==> config.mk <==
export PLATFORM = sky130hd
export DESIGN_NAME = wb_rr_interconnect
export DESIGN_NICKNAME = d
export VERILOG_FILES = /design/src/rtl/wb_rr_interconnect.sv
export SDC_FILE = /design/constraint.sdc
export NUM_CORES = 1
export LEC_CHECK = 0
export CAP_MARGIN = 20
export CORE_AREA = 8 8 334 336
export CTS_CLUSTER_DIAMETER = 60
export DETAILED_ROUTE_END_ITERATION = 10
export DIE_AREA = 0 0 342 344
export MAX_ROUTING_LAYER = met4
export PLACE_DENSITY = 0.3
export SLEW_MARGIN = 20
export SYNTH_ARGS = -nofsm -noshare
export SYNTH_HDL_FRONTEND = slang
export SYNTH_SLANG_ARGS = --single-unit
export TNS_END_PERCENT = 5
==> constraint.sdc <==
create_clock -name clk -period 1.2 [get_ports clk]
set_input_delay 0.12 -clock clk [delete_from_list [all_inputs] [get_ports clk]]
set_output_delay 0.12 -clock clk [all_outputs]
set_load 0.02 [all_outputs]
==> src/rtl/wb_rr_interconnect.sv <==
// N-master to 1-slave Wishbone arbiter/mux with round-robin grant and master-abort handling.
// Optional slave watchdog enabled by defining WB_RR_TIMEOUT_EN.
module wb_rr_interconnect #(
  parameter int NUM_MASTERS = 2,
  parameter int DAT_W       = 128,
  parameter int ADR_W       = 12,
  parameter int SEL_W       = 16,
  parameter int TIMEOUT     = 64
) (
  input  logic                             clk,
  input  logic                             rst,
  input  logic [NUM_MASTERS-1:0]           m_cyc,
  input  logic [NUM_MASTERS-1:0]           m_stb,
  input  logic [NUM_MASTERS-1:0]           m_we,
  input  logic [NUM_MASTERS*SEL_W-1:0]     m_sel,
  input  logic [NUM_MASTERS*ADR_W-1:0]     m_adr,
  input  logic [NUM_MASTERS*DAT_W-1:0]     m_dat_m,
  output logic [NUM_MASTERS-1:0]           m_ack,
  output logic [NUM_MASTERS-1:0]           m_rty,
  output logic [NUM_MASTERS*DAT_W-1:0]     m_dat_s,
  output logic                             s_cyc,
  output logic                             s_stb,
  output logic                             s_we,
  output logic [SEL_W-1:0]                 s_sel,
  output logic [ADR_W-1:0]                 s_adr,
  output logic [DAT_W-1:0]                 s_dat_m,
  input  logic                             s_ack,
  input  logic                             s_rty,
  input  logic [DAT_W-1:0]                 s_dat_s,
  output logic                             grant_valid,
  output logic [$clog2(NUM_MASTERS)-1:0]   grant_idx
);

  localparam int IW = $clog2(NUM_MASTERS);

  typedef enum logic {IDLE, GRANT} state_t;

  state_t                 state_q, state_d;
  logic [IW-1:0]          grant_q, grant_d;
  logic [IW-1:0]          rr_ptr_q, rr_ptr_d;
  logic [NUM_MASTERS-1:0] req;
  logic [IW-1:0]          pick_idx;
  logic                   pick_vld;
  logic [IW-1:0]          nxt_ptr;
  logic                   wd_fire;
  int                     scan_j;

  assign req       = m_cyc & m_stb;
  assign nxt_ptr   = (grant_q == IW'(NUM_MASTERS - 1)) ? '0 : grant_q + 1'b1;
  assign grant_idx = grant_q;

  // Scan from the far end so the requester closest to rr_ptr is written last and wins.
  always_comb begin
    pick_vld = 1'b0;
    pick_idx = rr_ptr_q;
    scan_j   = 0;
    for (int k = NUM_MASTERS - 1; k >= 0; k--) begin
      scan_j = int'(rr_ptr_q) + k;
      if (scan_j >= NUM_MASTERS) scan_j = scan_j - NUM_MASTERS;
      if (req[scan_j]) begin
        pick_vld = 1'b1;
        pick_idx = IW'(scan_j);
      end
    end
  end

`ifdef WB_RR_TIMEOUT_EN
  localparam int CW = $clog2(TIMEOUT + 1);

  logic [CW-1:0] wd_cnt_q, wd_cnt_d;

  always_comb begin
    wd_cnt_d = wd_cnt_q;
    wd_fire  = 1'b0;
    if (state_q == IDLE) begin
      wd_cnt_d = '0;
    end else if (!(s_ack || s_rty)) begin
      wd_fire  = (wd_cnt_q == CW'(TIMEOUT - 1));
      wd_cnt_d = wd_cnt_q + 1'b1;
    end
  end

  always_ff @(posedge clk) begin
    if (rst) wd_cnt_q <= '0;
    else     wd_cnt_q <= wd_cnt_d;
  end
`else
  // Without the watchdog a grant is held until the slave answers or the master aborts.
  assign wd_fire = (TIMEOUT < 0);
`endif

  always_comb begin
    state_d     = state_q;
    grant_d     = grant_q;
    rr_ptr_d    = rr_ptr_q;
    s_cyc       = 1'b0;
    s_stb       = 1'b0;
    s_we        = 1'b0;
    s_sel       = '0;
    s_adr       = '0;
    s_dat_m     = '0;
    m_ack       = '0;
    m_rty       = '0;
    m_dat_s     = '0;
    grant_valid = 1'b0;
    case (state_q)
      IDLE: begin
        if (pick_vld) begin
          grant_d = pick_idx;
          state_d = GRANT;
        end
      end
      GRANT: begin
        grant_valid                   = 1'b1;
        s_cyc                         = m_cyc[grant_q] & ~wd_fire;
        s_stb                         = m_stb[grant_q] & ~wd_fire;
        s_we                          = m_we[grant_q];
        s_sel                         = m_sel[grant_q*SEL_W +: SEL_W];
        s_adr                         = m_adr[grant_q*ADR_W +: ADR_W];
        s_dat_m                       = m_dat_m[grant_q*DAT_W +: DAT_W];
        m_ack[grant_q]                = s_ack;
        m_rty[grant_q]                = s_rty | wd_fire;
        m_dat_s[grant_q*DAT_W +: DAT_W] = s_dat_s;
        // Completion, retry, master abort and watchdog expiry all release the slave.
        if (s_ack || s_rty || !m_cyc[grant_q] || wd_fire) begin
          state_d  = IDLE;
          rr_ptr_d = nxt_ptr;
        end
      end
      default: state_d = IDLE;
    endcase
  end

  always_ff @(posedge clk) begin
    if (rst) begin
      state_q  <= IDLE;
      grant_q  <= '0;
      rr_ptr_q <= '0;
    end else begin
      state_q  <= state_d;
      grant_q  <= grant_d;
      rr_ptr_q <= rr_ptr_d;
    end
  end

endmodule

==> results.ini, run 1 <==
[detailed_routing]
dr.first_iter.drc_count=176
vias_per_cell=2.88
drt.antenna.violating_nets=0
vias=8615
firstDrtPassIters=4
routed_wl_mm=73.8
drc=0
routedWlPerCell_um=24.6

[sta]
hold-worst-slack_ns=0.522
setup_ws_ns=-0.849
setup_viol=424
slew_headroom_pct=67.8
hold_violations=0
finalMaxSlewViolations=0
skew_ns=0.00142
fmax_mhz=488
period_needed_ns=2.05
grt_setup_unrepaired=true
worst_pin_slew_ns=0.481
min_period_over_period_pct=171

[grt]
gr-total-overflow=0
antenna_found_initial=24
grt_usage_pct=11.4
grt_first_pass_wirelength_mm=89.9
grt_max_degree=46
grt_pass1_vias=9301

[yosys]
yosys_warnings=0
ys.flop_type=dfxtp_1
async_flop_share_pct=0
yosys.cell_count.top_type=nor2_1
synthTopCellsByCount=nor2_1 (161), mux2i_1 (159), and2_1 (130), and3_1 (130), buf_6 (31)
synth_seq_cells=3
syn_nets=1125
yosysTopAreaCell=mux2i_1
seq_area_frac_synth_pct=1.32
synth_edf_count=0
synth_area_leaders=mux2i_1 (35%), and2_1 (18%), and3_1 (18%)
synthCells=675
yosys.area.top_type_share_pct=35.1
yosysUniqueCellTypes=18
synth_area_mm2=0.00453
avgSynthCellArea_um2=6.72

[die]
dieHeight_um=344
io_pins=871
initial_utilization_pct=4.27
core_area_mm2=0.106
die_w_um=342
die_area_mm2=0.118
core.rowCount=120

[clock_tree]
cts_root_buf=clkbuf_16
clock_path_buffers=2
cts_num_sinks=3
insertion_delay_ns=0.23
cts_tree=built
clkTransAtPathRegs_ns=0.03
cts_hold_buf=0
cts_made_buffers=3
ctsHtreeMaxLevel=1

[placed_design]
placed_cells=2961
dp_slack_ns=-0.924
place.gp.congestion=0.832
port_buffers=870
hpwlAfterDp_mm=65.6
dpl_cell_area_mm2=0.0163

[power_and_ir_drop]
powerDensity_mw_per_mm2=485
peakVddDrop_v=0.000402
cellLeakagePower_nw=7.22
p_total_w=0.00823

[cells_and_area]
drive_above_1_share_pct=41.0
multi_input_area_mm2=0.00453
seqCellArea_um2=67.6
syn2layout_area_growth_pct=274
design.final.nets=2037
final_cells=2995
design_area_mm2=0.0170
fillCellCount=12100

[worst_setup_path]
worstSetupStartpointType=flop
crit_fanout=16
cp.required_ns=1.08
cp-end-kind=output pin
timing.rr.start=grant_idx$_SDFFE_PP0P_
arrival_ns=1.93
crit_start=grant_idx$_SDFFE_PP0P_
path_class=reg2out

[outcome]
status=finished, violations left
violations=negative setup slack

[worst_hold_path]
hold_start=rr_ptr_q$_SDFFE_PP0P_
hp-class=reg2reg

[job]
cap_viol_max_count=0

-- logic make-up after synthesis --
kind of cell           count (synthesis)  synth area share [%]
and+or+nand+nor                      427                  50.0
DFF                                    3                  1.32
buffers and inverters                 80                  12.6
muxes                                159                  35.1
AOI/OAI and AO/OA                      6                 0.966
-- final cells by class --
| class | count | share of cell area (%) |
|---|---|---|
| Inverter | 1 | 0.0516 |
| Clock buffer | 4 | 0.464 |
| Antenna cell | 6 | 0.0884 |
| Tap cell | 1403 | 10.3 |
| Multi-Input combinational cell | 592 | 26.7 |
| Timing Repair Buffer | 986 | 62.0 |
| Sequential cell | 3 | 0.398 |
-- power by group --
part | switching, W | internal [W] | total [W]
Clock | 0.000120 | 0.000441 | 0.000562
Combinational | 0.00358 | 0.00396 | 0.00754
Sequential | 0.0000150 | 0.000109 | 0.000124
Total | 0.00371 | 0.00451 | 0.00823
-- through the flow --
stage / util (%) / setup TNS [ns]
after floorplan: - / -43.56
after global placement: 15.4 / -236.10
after detailed placement: 15.4 / -242.53
after CTS: 15.4 / -280.15
after global routing: 16.0 / -229.60
final: 16.0 / -198.84
-- critical path: stages (launching register included) --
cell and delay (ns):
dfxtp_4 0.38, buf_6 0.14, clkbuf_16 0.23, clkbuf_16 0.25, mux2i_2 0.29, buf_4 0.16
nor2_2 0.05, buf_12 0.15
-- metal layers --
metal / vias to the layer above / part of all wire (%) / track usage [%]
met2: 472 / 51 / 20.4
met3: 42 / 6.0 / 2.73
met4: 0 / 0.64 / 0.298
met5: - / 0 / -
met1: 3995 / 43 / 13.7
li1: 4106 / - / -
-- state kept, by name, indices dropped and copies added (netlist names) --
name,cells
grant_idx,1
rr_ptr_q,1
state_q,1
-- worst paths after layout --
kind	to	slack, ns	cells after the start
worst max-delay path	s_dat_m[35]	-0.85	7
worst min-delay path	rr_ptr_q$_SDFFE_PP0P_	0.52	2
worst max register to register	state_q$_SDFF_PP0_	-0.44	7
worst min register to register	rr_ptr_q$_SDFFE_PP0P_	0.52	2
-- placed cells by master (no fill, tap or decap), drive strengths merged --
cell type / count
inv: 1
clkdlybuf4s15: 50
o21ai: 1
clkdlybuf4s50: 453
clkbuf: 59
dlymetal6s2s: 9
buf: 397
nor2: 162
mux2i: 159
dlygate4sd2: 22
dfxtp: 3
diode: 6
nand2b: 1
a221oi: 1
nor4: 2
a21oi: 3
and2: 130
and3: 130
nand2: 2
o2111ai: 1
-- what timing repair did --
| item | in CTS | in global routing |
|---|---|---|
| endpoints found under the setup margin | 424 | 424 |
| cloned | 1 | 8 |
| pin swaps | 1 | 1 |
| gates resized for setup | 577 | 651 |
| buffers inserted | 3 | 14 |
Power figures use the tool's default switching activity.
==> run 2: changes to the inputs <==
--- a/config.mk
+++ b/config.mk
@@ -12,6 +12,7 @@
 export DIE_AREA = 0 0 342 344
 export MAX_ROUTING_LAYER = met4
 export PLACE_DENSITY = 0.3
+export RECOVER_POWER = 100
 export SLEW_MARGIN = 20
 export SYNTH_ARGS = -nofsm -noshare
 export SYNTH_HDL_FRONTEND = slang
==> results of run 2 <==
No change in the layout: final DEF, timing and power equal those of run 1.
